File: config.mk
export PLATFORM = sky130hd
export DESIGN_NAME = ahb_decoder_stage_param
export DESIGN_NICKNAME = d
export VERILOG_FILES = /design/src/rtl/ahb_decoder_stage_param.sv
export SDC_FILE = /design/constraint.sdc
export NUM_CORES = 1
export LEC_CHECK = 0
export ABC_AREA = 1
export BUFFER_PORTS_ARGS = -buffer_cell sky130_fd_sc_hd__buf_2
export CORE_AREA = 2 2 159 161
export CTS_CLUSTER_SIZE = 16
export DETAILED_ROUTE_END_ITERATION = 8
export DIE_AREA = 0 0 161 163
export GPL_TIMING_DRIVEN = 0
export MAX_ROUTING_LAYER = met4
export PLACE_DENSITY = 0.49
export SYNTH_ARGS = -nofsm -noshare
export SYNTH_HDL_FRONTEND = slang
export SYNTH_SLANG_ARGS = --single-unit
File: constraint.sdc
create_clock -name HCLK -period 3.4 [get_ports HCLK]
set_input_delay 1.02 -clock HCLK [delete_from_list [all_inputs] [get_ports HCLK]]
set_output_delay 1.02 -clock HCLK [all_outputs]
set_load 0.1 [all_outputs]
File: src/rtl/ahb_decoder_stage_param.sv
// AHB bus-matrix decoder stage for one input port: NUM_PORTS address windows,
// integrated two-cycle ERROR default slave, sticky decode-error capture/counter.

module ahb_dec_region #(
   parameter logic [21:0] BASE_V  = 22'h0,
   parameter logic [21:0] LIMIT_V = 22'h0
) (
   input  logic [21:0] addr_i,
   output logic        hit_o
);
   assign hit_o = (addr_i >= BASE_V) && (addr_i <= LIMIT_V);
endmodule

module ahb_decoder_stage_param #(
   parameter int                      NUM_PORTS = 4,
   parameter logic [NUM_PORTS*22-1:0] BASE      = {22'h100040, 22'h100000, 22'h080000, 22'h000000},
   parameter logic [NUM_PORTS*22-1:0] LIMIT     = {22'h100043, 22'h10000b, 22'h0803ff, 22'h0003ff},
   parameter int                      CNT_W     = 8
) (
   input  logic                      HCLK,
   input  logic                      HRESET,
   input  logic                      HREADYS,
   input  logic                      sel_dec,
   input  logic [21:0]               decode_addr_dec,
   input  logic [1:0]                trans_dec,
   input  logic [NUM_PORTS-1:0]      active_in,
   input  logic [NUM_PORTS-1:0]      readyout_in,
   input  logic [2*NUM_PORTS-1:0]    resp_in,
   input  logic [32*NUM_PORTS-1:0]   rdata_in,
   input  logic [32*NUM_PORTS-1:0]   ruser_in,
   input  logic                      err_clr,
   output logic [NUM_PORTS-1:0]      sel_out,
   output logic                      active_dec,
   output logic                      HREADYOUTS,
   output logic [1:0]                HRESPS,
   output logic [31:0]               HRDATAS,
   output logic [31:0]               HRUSERS,
   output logic                      err_valid,
   output logic [21:0]               err_addr,
   output logic [CNT_W-1:0]          err_count
);
   localparam int             PW       = $clog2(NUM_PORTS + 1);
   localparam logic [PW-1:0]  DEF_PORT = PW'(NUM_PORTS);
   localparam logic [1:0]     TR_IDLE  = 2'b00;
   localparam logic [1:0]     RSP_OKAY = 2'b00;
   localparam logic [1:0]     RSP_ERR  = 2'b01;

   typedef enum logic [1:0] {DS_IDLE = 2'd0, DS_ERR1 = 2'd1, DS_ERR2 = 2'd2} ds_state_e;

   logic [NUM_PORTS-1:0] hit;
   logic [PW-1:0]        addr_port;
   logic [PW-1:0]        data_port_q, data_port_d;
   ds_state_e            state_q, state_d;
   logic                 ds_ready;
   logic [1:0]           ds_resp;
   logic                 unmapped_acc;
   logic                 err_valid_q, err_valid_d;
   logic [21:0]          err_addr_q, err_addr_d;
   logic [CNT_W-1:0]     err_count_q, err_count_d;

   genvar g;
   generate
      for (g = 0; g < NUM_PORTS; g++) begin : g_region
         ahb_dec_region #(
            .BASE_V  (BASE[22*g +: 22]),
            .LIMIT_V (LIMIT[22*g +: 22])
         ) u_region (
            .addr_i (decode_addr_dec),
            .hit_o  (hit[g])
         );
      end
   endgenerate

   // Descending scan so the lowest matching index wins on overlap; IDLE keeps
   // the previous data-phase port so HSEL does not bounce between transfers.
   always_comb begin
      addr_port = DEF_PORT;
      for (int i = NUM_PORTS - 1; i >= 0; i--)
         if (hit[i]) addr_port = PW'(i);
      if (trans_dec == TR_IDLE) addr_port = data_port_q;
   end

   always_comb begin
      sel_out    = '0;
      active_dec = 1'b1;
      for (int i = 0; i < NUM_PORTS; i++) begin
         if (addr_port == PW'(i)) begin
            sel_out[i] = sel_dec;
            active_dec = active_in[i];
         end
      end
   end

   assign data_port_d = HREADYS ? addr_port : data_port_q;

   // Any data_port outside 0..NUM_PORTS-1 falls through to the default slave.
   always_comb begin
      HREADYOUTS = ds_ready;
      HRESPS     = ds_resp;
      HRDATAS    = '0;
      HRUSERS    = '0;
      for (int i = 0; i < NUM_PORTS; i++) begin
         if (data_port_q == PW'(i)) begin
            HREADYOUTS = readyout_in[i];
            HRESPS     = resp_in[2*i +: 2];
            HRDATAS    = rdata_in[32*i +: 32];
            HRUSERS    = ruser_in[32*i +: 32];
         end
      end
   end

   assign unmapped_acc = sel_dec & HREADYS & trans_dec[1] & (addr_port == DEF_PORT);

   always_comb begin
      state_d  = state_q;
      ds_ready = 1'b1;
      ds_resp  = RSP_OKAY;
      case (state_q)
         DS_IDLE: if (unmapped_acc) state_d = DS_ERR1;
         DS_ERR1: begin
            ds_ready = 1'b0;
            ds_resp  = RSP_ERR;
            state_d  = DS_ERR2;
         end
         DS_ERR2: begin
            ds_resp = RSP_ERR;
            state_d = unmapped_acc ? DS_ERR1 : DS_IDLE;
         end
         default: state_d = DS_IDLE;
      endcase
   end

   // A clear coinciding with an event leaves the event recorded as the first.
   always_comb begin
      err_valid_d = err_valid_q;
      err_addr_d  = err_addr_q;
      err_count_d = err_count_q;
      if (err_clr) begin
         err_valid_d = 1'b0;
         err_addr_d  = '0;
         err_count_d = '0;
      end
      if (unmapped_acc) begin
         if (!err_valid_q || err_clr) begin
            err_valid_d = 1'b1;
            err_addr_d  = decode_addr_dec;
         end
         if (err_clr)            err_count_d = CNT_W'(1);
         else if (!(&err_count_q)) err_count_d = err_count_q + CNT_W'(1);
      end
   end

   always_ff @(posedge HCLK or posedge HRESET) begin
      if (HRESET) begin
         data_port_q <= '0;
         state_q     <= DS_IDLE;
         err_valid_q <= 1'b0;
         err_addr_q  <= '0;
         err_count_q <= '0;
      end else begin
         data_port_q <= data_port_d;
         state_q     <= state_d;
         err_valid_q <= err_valid_d;
         err_addr_q  <= err_addr_d;
         err_count_q <= err_count_d;
      end
   end

   assign err_valid = err_valid_q;
   assign err_addr  = err_addr_q;
   assign err_count = err_count_q;

endmodule
==> results by group, run 1 <==
Drt
  • Vias: 6837
  • Final wirelength: 28000 µm
  • 1st-iter DRT viols: 359
  • Final ANT Viol Nets: 0
  • DRC viols: 0
  • Routed len/inst: 19.0 µm
  • DR vias/cell: 4.64
  • 1st-pass router iterations: 4

STA
  • Final setup violation count: 5
  • Hold slack: 523 ps
  • Max Clk Rate: 269 MHz
  • Fin crit period: 3720 ps
  • Final worst slack: -317 ps
  • RSZ-0062 raised after global routing: yes
  • Max_slew headroom: 45.3%
  • Hold Vio Cnt, Final: 0
  • Worst Clk Skew: 5.02 ps
  • Measured slew at the worst slew-check pin: 819 ps
  • Final worst-path cycle share: 109%
  • Slew Viols, Final: 0

Setup path
  • Crit path kind: in -> out
  • Required @ worst endpoint: 2380 ps
  • CP max FO: 6
  • Reg2reg path depth: 9
  • Top delay family on crit path: simple AND/OR/NAND/NOR gates
  • Type of origin of the critical path: input port
  • Largest stage delay, worst path: 260 ps
  • CP most frequent cell: nand2_2
  • Critical Path, Cell by Cell: buf_8, nor2_4, nand2_2, nor2_4, nand3_2, nand3_2, nand2_2, nand2_4, nand2_2, nand2_4, nand2_8, buf_12, nor4_4, buf_6
  • Critical Path AT: 2700 ps
  • Element type at the critical path end: output port
  • Worst Path Buf+Inv: 3
  • Crit path depth: 14
  • Worst path slowest cell: buf_6

Synthesis
  • Synthesized area: 4150 µm²
  • Netlist cell types: 29
  • Avg Inst Size Synth: 5.92 µm²
  • Synth Register Bits: 36
  • Syn_nets: 1007
  • Yosys warns: 0
  • Synthesized instance count: 700
  • Post-synthesis sequential area ratio: 21.7%

Global route
  • First-pass GRT wire length: 39700 µm
  • Largest net degree at the start of global routing: 37
  • Total track usage: 20.6%
  • Overflow left after global routing: 0
  • Number of global-route vias before repair: 6551
  • Initial antenna violation count: 29

Floorplanning
  • # rows: 58
  • Io pins: 404
  • Die H: 163 µm
  • Core ar.: 24700 µm²
  • Die area: 26200 µm²
  • Initial Utilization: 16.8%
  • Die W: 161 µm

Finish
  • Multi-input gate area: 3470 µm²
  • P&R area growth vs syn: 91.6%
  • Share of layout cells above drive strength 1: 53.0%
  • Most frequent cells in the layout: buf_2 (343), nand2_1 (210), nor2_1 (90)
  • Storage cell area: 902 µm²
  • Design Area, Final: 7940 µm²
  • Commonest non-fill, non-tap cell in the layout: buf_2
  • Fillers: 2747
  • Layout Nets: 1433

CTS
  • Root Driver: clkbuf_16
  • Clock Latency Late Sink: 280 ps
  • CTS Buf Count: 5
  • TritonCTS clock tree: done
  • Register clock-pin slew on the reported worst setup and hold paths: 60 ps
  • # hold bufs at CTS: 0
  • Clock Path Buffers: 2
  • Htree depth: 2
  • Sink Count: 36

Pwr
  • VDD IR max: 0.310 mV
  • Power per cell area: 478 nW/µm²
  • Leak: 4.01 nW

Placement
  • Port bufs: 402
  • Routability-driven placement congestion ratio: 0.877
  • DP HPWL: 23900 µm
  • Dpl cell area: 6920 µm²
  • Worst Setup Slack post-DPL: -771 ps

Run status
  • Outcome: finished with violations
  • Failing checks: setup timing

Worst hold path
  • Worst Hold Depth: 2
  • Hold Crit Class: reg -> reg

Job
  • Max cap viols: 0
-- power breakdown --
part	switching (mW)	internal, mW	leakage [nW]
clock	0.190	0.292	0.0702
combinational	2.12	0.710	3.45
sequential	0.0296	0.452	0.494
total	2.34	1.45	4.01
-- routing by layer --
layer / vias up / wire length, µm / GRT usage (%)
met4: 0 / 905 / 5.15
met1: 3206 / 10700 / 23.2
met2: 291 / 15000 / 38.1
met5: - / 0 / -
met3: 64 / 1470 / 3.16
li1: 3276 / - / -
-- stage by stage --
step	std cells	utilization [%]	total power, mW	TNS [ps]
2_1_floorplan	700	-	2.47	-1570
3_3_place_gp	1432	28.0	3.07	-21390
3_5_place_dp	1432	28.0	3.07	-20750
4_1_cts	1452	31.0	3.72	-1100
5_1_grt	1462	32.1	3.95	-2130
6_report	1472	32.2	3.80	-1440
-- cells in the mapped netlist (all sizes together) --
cell	number	share of area, %
buf	11	1.9
nand4	2	0.30
nand3	58	8.2
nor2	110	11
o211ai	2	0.36
a221oi	65	14
o311ai	1	0.21
nand3b	2	0.36
a21oi	9	1.1
nor4	2	0.30
ha	6	1.8
dfrtp	36	22
nand2	227	21
clkinv	1	0.12
xor2	1	0.21
o21ai	82	9.9
inv	37	3.4
a31oi	2	0.30
nor3	5	0.60
clkbuf	39	3.5
xnor2	2	0.42
-- kinds of logic (layout without fill, tap and decap cells) --
group	Yosys count	count (layout)	share of synthesized area, %
and+or+nand+nor	406	406	41.3
other	0	15	0
buffers and inverters	88	515	8.90
adders and majority gates	6	6	1.81
DFF	36	36	21.7
AOI/OAI and AO/OA	161	161	25.6
xor gates and xnor gates	3	3	0.634
-- tightest hold or removal path, stage by stage (launching register included) --
cell and delay (ps):
dfrtp_1 350, nand3_1 80, nand2_1 60
-- final cells by class --
| cell class | instances | area share, % |
|---|---|---|
| multi-input combinational | 576 | 43.7 |
| timing repair buffer | 419 | 32.0 |
| sequential | 36 | 11.4 |
| tap | 330 | 5.20 |
| buffer | 50 | 3.53 |
| inverter | 38 | 1.87 |
| clock buffer | 7 | 1.80 |
| antenna | 15 | 0.473 |
| clock inverter | 1 | 0.0945 |
-- worst paths after layout --
check / start / end / slack [ps]
max in group asynchronous: HRESET / data_port_q[2] / 1940
max reg2reg: err_count[0] / err_count[6] / 1370
min: err_addr[5] / err_addr[5] / 520
min in group asynchronous: HRESET / err_addr[7] / 900
max: decode_addr_dec[16] / sel_out[0] / -320
min reg2reg: err_addr[5] / err_addr[5] / 520
-- repair_timing --
action	4_1_cts	5_1_grt
buffers inserted	12	5
resized for setup	151	74
setup endpoints to repair	72	63
endpoints found under the hold margin	0	0
pin swaps	28	27
-- sequential cells by signal (all words and copies together), names as in the netlist --
| register | count |
|---|---|
| err_count | 8 |
| data_port_q | 3 |
| err_valid | 1 |
| err_addr | 22 |
| state_q | 2 |
(Power assumes the default switching activity.)
==> run 2, diff against run 1 <==
--- a/config.mk
+++ b/config.mk
@@ -5,15 +5,15 @@
 export SDC_FILE = /design/constraint.sdc
 export NUM_CORES = 1
 export LEC_CHECK = 0
-export ABC_AREA = 1
 export BUFFER_PORTS_ARGS = -buffer_cell sky130_fd_sc_hd__buf_2
-export CORE_AREA = 2 2 159 161
+export CORE_AREA = 2 2 156 158
 export CTS_CLUSTER_SIZE = 16
 export DETAILED_ROUTE_END_ITERATION = 8
-export DIE_AREA = 0 0 161 163
+export DIE_AREA = 0 0 158 160
 export GPL_TIMING_DRIVEN = 0
 export MAX_ROUTING_LAYER = met4
 export PLACE_DENSITY = 0.49
 export SYNTH_ARGS = -nofsm -noshare
 export SYNTH_HDL_FRONTEND = slang
 export SYNTH_SLANG_ARGS = --single-unit
+export TNS_END_PERCENT = 100
==> results by group, run 2 <==
Run status
  • Outcome: finished with violations
  • Failing checks: setup timing

Setup path
  • Crit path kind: in -> out
  • CP max FO: 4 (-2)
  • Critical Path AT: 2890 ps (+190 ps)
  • Type of origin of the critical path: input port
  • Top delay family on crit path: simple AND/OR/NAND/NOR gates
  • Largest stage delay, worst path: 540 ps (+280 ps)
  • Worst path slowest cell: or4b_4
  • Worst Path Buf+Inv: 2 (-1)
  • Element type at the critical path end: output port
  • Critical Path, Cell by Cell: buf_8, or4b_4, or3_4, o31a_1, and3b_2, buf_12
  • Required @ worst endpoint: 2380 ps (about the same)

STA
  • Max_slew headroom: 47.6% (+2.3 points)
  • RSZ-0062 raised after global routing: yes
  • Final worst slack: -506 ps (-188 ps)
  • Fin crit period: 3910 ps (+188 ps)
  • Final worst-path cycle share: 115% (+5.5 points)
  • Final setup violation count: 5 (unchanged)
  • Slew Viols, Final: 0 (unchanged)
  • Max Clk Rate: 256 MHz (-4.8%)
  • Hold Vio Cnt, Final: 0 (unchanged)
  • Worst Clk Skew: 3.72 ps (-1.30 ps)
  • Measured slew at the worst slew-check pin: 785 ps (-34.4 ps)

Synthesis
  • Synth Register Bits: 36 (unchanged)
  • Post-synthesis sequential area ratio: 23.3% (+1.5 points)
  • Async set or reset register ratio after synthesis: 100% (unchanged)
  • Top cells by count, synth: nor2b_1 (67), mux4_2 (65), dfrtp_1 (36), a22o_1 (20), clkbuf_1 (18)
  • Synth Flop Type: dfrtp_1
  • Yosys warns: 0 (unchanged)
  • Syn_nets: 641 (-36%)
  • Share of the synthesized area in the top cell type: 37.8% (+16 points)
  • Synthesized area: 3870 µm² (-6.6%)
  • Netlist cell types: 51 (+76%)
  • Avg Inst Size Synth: 11.6 µm² (+96%)
  • Synthesized instance count: 334 (-52%)
  • Count leader, synth: nor2b_1
  • Synth area leaders: mux4_2 (38%), dfrtp_1 (23%), nor2b_1 (11%)
  • Dominant cell type by area after synthesis: mux4_2
  • EDFF count, synth: 0 (unchanged)

Pwr
  • Clk pwr share: 18.9% (+6.2 points)
  • Share of total power in combinational logic: 61.1% (-14 points)
  • NetSw: 1.25 mW (-46%)
  • Leak: 3.30 nW (-18%)
  • Register share of total power: 20.0% (+7.3 points)
  • Internal: 1.20 mW (-17%)
  • Power per cell area: 360 nW/µm² (-25%)
  • Sw frac: 51.0% (-11 points)
  • VDD IR max: 0.221 mV (-29%)

Finish
  • P&R area growth vs syn: 76.6%
  • Max reg flops: 22 (unchanged)
  • Design Area, Final: 6840 µm² (-14%)
  • Share of layout cells above drive strength 1: 79.2% (+26 points)
  • Commonest non-fill, non-tap cell in the layout: buf_2
  • Utilization after layout: 28.7% (-3.5 points)
  • Most frequent cells in the layout: buf_2 (394), mux4_2 (65), nor2b_2 (65)
  • Layout Nets: 1052 (-27%)

CTS
  • TritonCTS clock tree: done
  • # hold bufs at CTS: 0 (unchanged)
  • Register clock-pin slew on the reported worst setup and hold paths: 50 ps (about the same)
  • Clock Path Buffers: 2 (unchanged)
  • Sink Count: 36 (unchanged)
  • CTS Buf Count: 5 (unchanged)
  • Root Driver: clkbuf_16
  • Clock Latency Late Sink: 280 ps (about the same)
  • Htree depth: 2 (unchanged)

Floorplanning
  • # rows: 57 (-1.7%)
  • Initial Utilization: 16.3% (-0.55 points)
  • Io pins: 404 (unchanged)
  • Core ar.: 23800 µm² (-3.5%)
  • Die H: 160 µm (-1.8%)
  • Die area: 25300 µm² (-3.7%)
  • Die W: 158 µm (-1.9%)

Global route
  • First-pass GRT wire length: 29400 µm (-26%)
  • Largest net degree at the start of global routing: 37 (unchanged)
  • Overflow left after global routing: 0 (unchanged)
  • Total track usage: 15.9% (-4.7 points)
  • Number of global-route vias before repair: 4920 (-25%)
  • Initial antenna violation count: 7 (-76%)

Drt
  • DR vias/cell: 4.42 (-4.9%)
  • 1st-pass router iterations: 4 (unchanged)
  • Final ANT Viol Nets: 0 (unchanged)
  • DRC viols: 0 (unchanged)
  • Routed len/inst: 19.4 µm (+1.8%)
  • Vias: 4744 (-31%)
  • Final wirelength: 20800 µm (-26%)
  • 1st-iter DRT viols: 212 (-41%)

Placement
  • DP HPWL: 18000 µm (-24%)
  • Port bufs: 403 (+0.25%)
  • Dpl cell area: 6510 µm² (-5.9%)
  • Routability-driven placement congestion ratio: 0.865 (-1.5%)

Worst hold path
  • Hold Crit Class: reg -> reg

Job
  • Max cap viols: 0 (unchanged)
run 2: changes by cell type after synthesis, moves of 10 or more:
cell	before	now
o21ai_0	80	9
inv_1	36	9
mux4_2	0	65
nor2b_1	0	67
nand2_1	220	15
nor2_1	106	17
nand3_1	48	4
a22o_1	0	20
clkbuf_1	39	18
nand3_2	10	0
a221oi_1	65	1
run 2: final timing paths:
path	startpoint	to	slack, ps	cells after the start
hold / removal	err_addr[17]	err_addr[17]	490	1
min in group asynchronous	HRESET	state_q[0]	880	2
setup reg to reg	err_count[0]	err_count[3]	1690	6
setup / recovery	decode_addr_dec[19]	sel_out[2]	-510	6
max in group asynchronous	HRESET	data_port_q[0]	1940	2
hold reg to reg	err_addr[17]	err_addr[17]	490	1
run 2: cell families (layout without fill, tap and decap cells):
kind of cell | count (synthesis) | count (layout) | synth area share [%]
XOR/XNOR | 1 | 1 | 0.226
AND/OR/NAND/NOR | 123 | 123 | 18.3
buffers and inverters | 38 | 450 | 4.65
other | 0 | 4 | 0
adder cells (fa/ha/maj) | 7 | 7 | 2.20
AO/OA/AOI/OAI | 60 | 60 | 12.4
multiplexers | 69 | 69 | 38.9
flip-flops | 36 | 36 | 23.3
run 2: area by class of cell:
class | count | area, µm²
clock buffer | 8 | 146
buffer | 26 | 155
timing repair buffer | 407 | 2130
multi-input combinational | 260 | 3040
antenna | 4 | 10.0
tap | 324 | 405
inverter | 9 | 33.8
fill | 2624 | 17000
sequential | 36 | 907
run 2: power groups by stage:
stage	Sequential [mW]	Clock, mW	Combinational [mW]
detailed placement	0.488	0	1.51
global route	0.499	0.488	1.58
global placement	0.488	0	1.50
floorplan	0.601	0	1.00
CTS	0.494	0.477	1.51
finish	0.493	0.464	1.50
run 2: what timing repair did:
action	in CTS	in global routing
endpoints found under the setup margin	72	8
setup buffers	4	0
pin swaps	8	2
gates resized for setup	40	5
run 2: routing by layer:
layer	vias to the layer above	routed length [µm]	track usage (%)
li1	2145	-	-
met1	2325	8530	19.9
met2	244	10200	26.7
met3	30	1710	3.26
met4	0	366	2.87
met5	-	0	-
run 2: metrics by stage:
stage | setup TNS, ps | setup WS [ps] | std cells | power (mW) | hold WS, ps
floorplan | -2190 | -742 | 334 | 1.60 | 534
finish | -2240 | -506 | 1074 | 2.46 | 494
CTS | -2440 | -554 | 1070 | 2.49 | 498
global route | -2580 | -542 | 1074 | 2.57 | 516
detailed placement | -16410 | -785 | 1061 | 2.00 | 478
global placement | -17090 | -789 | 1061 | 1.99 | 479
==> run 3, diff against run 2 <==
--- a/config.mk
+++ b/config.mk
@@ -5,14 +5,15 @@
 export SDC_FILE = /design/constraint.sdc
 export NUM_CORES = 1
 export LEC_CHECK = 0
+export ABC_AREA = 1
 export BUFFER_PORTS_ARGS = -buffer_cell sky130_fd_sc_hd__buf_2
-export CORE_AREA = 2 2 156 158
+export CORE_AREA = 5 5 153 155
 export CTS_CLUSTER_SIZE = 16
 export DETAILED_ROUTE_END_ITERATION = 8
 export DIE_AREA = 0 0 158 160
 export GPL_TIMING_DRIVEN = 0
 export MAX_ROUTING_LAYER = met4
-export PLACE_DENSITY = 0.49
+export PLACE_DENSITY = 0.53
 export SYNTH_ARGS = -nofsm -noshare
 export SYNTH_HDL_FRONTEND = slang
 export SYNTH_SLANG_ARGS = --single-unit
==> results by group, run 3 (same netlist as run 1, synthesis figures left out) <==
Setup path
  • CP max FO: 4 (unchanged)
  • Element type at the critical path end: output port
  • Type of origin of the critical path: input port
  • Required @ worst endpoint: 2380 ps (about the same)
  • Critical Path AT: 2660 ps (-230 ps)
  • Crit path kind: in -> out

Worst hold path
  • Hold Crit Class: reg -> reg

Drt
  • WL met3: 1990 µm (+17%)
  • DR WL met2: 16400 µm (+61%)
  • Routed length on met1: 10300 µm (+21%)
  • Final ANT Viol Nets: 0 (unchanged)
  • Top sig layer: met4
  • Final wirelength: 29600 µm (+42%)
  • DRC viols: 0 (unchanged)
  • 1st-pass router iterations: 6 (+2)
  • DR vias/cell: 4.86 (+10%)
  • Vias: 6844 (+44%)
  • Routed len/inst: 21.1 µm (+8.6%)
  • 1st-iter DRT viols: 362 (+71%)

Run status
  • Failing checks: setup timing
  • Outcome: finished with violations

CTS
  • Root Driver: clkbuf_16
  • Clock Latency Late Sink: 280 ps (about the same)
  • Register clock-pin slew on the reported worst setup and hold paths: 60 ps (about the same)
  • Clock Path Buffers: 2 (unchanged)
  • CTS Buf Count: 5 (unchanged)
  • Htree depth: 2 (unchanged)
  • Sink Count: 36 (unchanged)
  • TritonCTS clock tree: done

Finish
  • Commonest non-fill, non-tap cell in the layout: buf_2
  • Max reg flops: 22 (unchanged)
  • Share of layout cells above drive strength 1: 52.5% (-27 points)
  • P&R area growth vs syn: 88.5%
  • Layout Nets: 1426 (+36%)
  • Most frequent cells in the layout: buf_2 (325), nand2_1 (207), nor2_1 (89)

STA
  • RSZ-0062 raised after global routing: yes
  • Final worst slack: -276 ps (+230 ps)
  • Final setup violation count: 5 (unchanged)
  • Max_slew headroom: 45.7% (-2.0 points)
  • Fin crit period: 3680 ps (-230 ps)
  • Hold slack: 531 ps (+36.7 ps)
  • Measured slew at the worst slew-check pin: 814 ps (+29.5 ps)
  • Max Clk Rate: 272 MHz (+6.2%)
  • Worst Clk Skew: 6.23 ps (+2.51 ps)
  • Slew Viols, Final: 0 (unchanged)
  • Hold Vio Cnt, Final: 0 (unchanged)
  • Final worst-path cycle share: 108% (-6.8 points)

Floorplanning
  • # rows: 54 (-5.3%)
  • Die area: 25300 µm² (unchanged)
  • Core ar.: 21700 µm² (-9.0%)
  • Io pins: 404 (unchanged)
  • Die W: 158 µm (unchanged)
  • Initial Utilization: 19.1% (+2.9 points)
  • Die H: 160 µm (unchanged)

Pwr
  • Power per cell area: 487 nW/µm² (+35%)
  • Pwr Total: 3.81 mW (+55%)
  • Leak: 3.97 nW (+20%)
  • VDD IR max: 0.284 mV (+28%)

Global route
  • Largest net degree at the start of global routing: 37 (unchanged)
  • Initial antenna violation count: 32 (+25)
  • Total track usage: 22.3% (+6.4 points)
  • Overflow left after global routing: 0 (unchanged)
  • First-pass GRT wire length: 41400 µm (+41%)
  • Number of global-route vias before repair: 6619 (+35%)

Job
  • Max cap viols: 0 (unchanged)

Placement
  • Port bufs: 402 (-0.25%)
  • DP HPWL: 25600 µm (+42%)
  • Routability-driven placement congestion ratio: 0.927 (+7.2%)
## run 3: cell types whose count changed in the layout (fill, tap and decap cells not counted), moves of 65 or more
cell / before / now
nor2_1: 15 / 89
mux4_2: 65 / 0
o21ai_2: 0 / 67
nand2_1: 15 / 207
buf_2: 394 / 325
nor2b_2: 65 / 0
## run 3: critical path: stages
cell and delay (ps):
buf_8 100, nor2_4 140, buf_4 120, nand4_1 110, nand2_2 120, nand3_1 80, nand2_1 70, nand2_2 90
nand3_4 120, nand2_8 80, nor4_4 320, buf_6 270
## run 3: timing repair
| item | 4_1_cts | 5_1_grt |
|---|---|---|
| setup endpoints to repair | 72 | 71 |
| pin swaps | 31 | 22 |
| buffers inserted | 8 | 2 |
| gates resized for setup | 164 | 64 |
| hold buffers | 0 | 0 |
## run 3: layer usage
| metal | global-route usage, % | vias up |
|---|---|---|
| met5 | - | - |
| met4 | 5.47 | 0 |
| met3 | 3.71 | 78 |
| met2 | 42.2 | 359 |
| met1 | 24.0 | 3152 |
| li1 | - | 3255 |
## run 3: through the flow
step | std cells | setup WS, ps | TNS (ps) | util, % | instance area (µm²)
2_1_floorplan | 700 | -560 | -1570 | - | 4490
3_3_place_gp | 1382 | -719 | -18750 | 31.6 | 6850
3_5_place_dp | 1382 | -725 | -17990 | 31.6 | 6850
4_1_cts | 1398 | -291 | -1080 | 34.9 | 7560
5_1_grt | 1406 | -405 | -4140 | 36.0 | 7810
6_report | 1407 | -276 | -1130 | 36.0 | 7810
## run 3: where the power goes
part / switching, mW / total [mW] / internal, mW
Clock: 0.193 / 0.486 / 0.293
Sequential: 0.0282 / 0.480 / 0.452
Combinational: 2.12 / 2.84 / 0.719
## run 3: final timing paths
check | start | to | slack (ps) | depth (start not counted)
worst max-delay path | decode_addr_dec[16] | sel_out[0] | -280 | 12
worst max register to register | err_count[0] | err_count[6] | 1320 | 9
worst min register to register | err_addr[5] | err_addr[5] | 530 | 2
min in group asynchronous | HRESET | err_count[7] | 900 | 2
worst min-delay path | err_addr[5] | err_addr[5] | 530 | 2
max in group asynchronous | HRESET | data_port_q[2] | 1940 | 2
## run 3: layout make-up
| cell class | instances | area [µm²] |
|---|---|---|
| antenna | 7 | 17.5 |
| buffer | 50 | 272 |
| clock buffer | 6 | 139 |
| clock inverter | 2 | 13.8 |
| fill | 2383 | 13900 |
| inverter | 38 | 151 |
| multi-input combinational | 576 | 3450 |
| sequential | 36 | 902 |
| tap | 280 | 350 |
| timing repair buffer | 412 | 2520 |
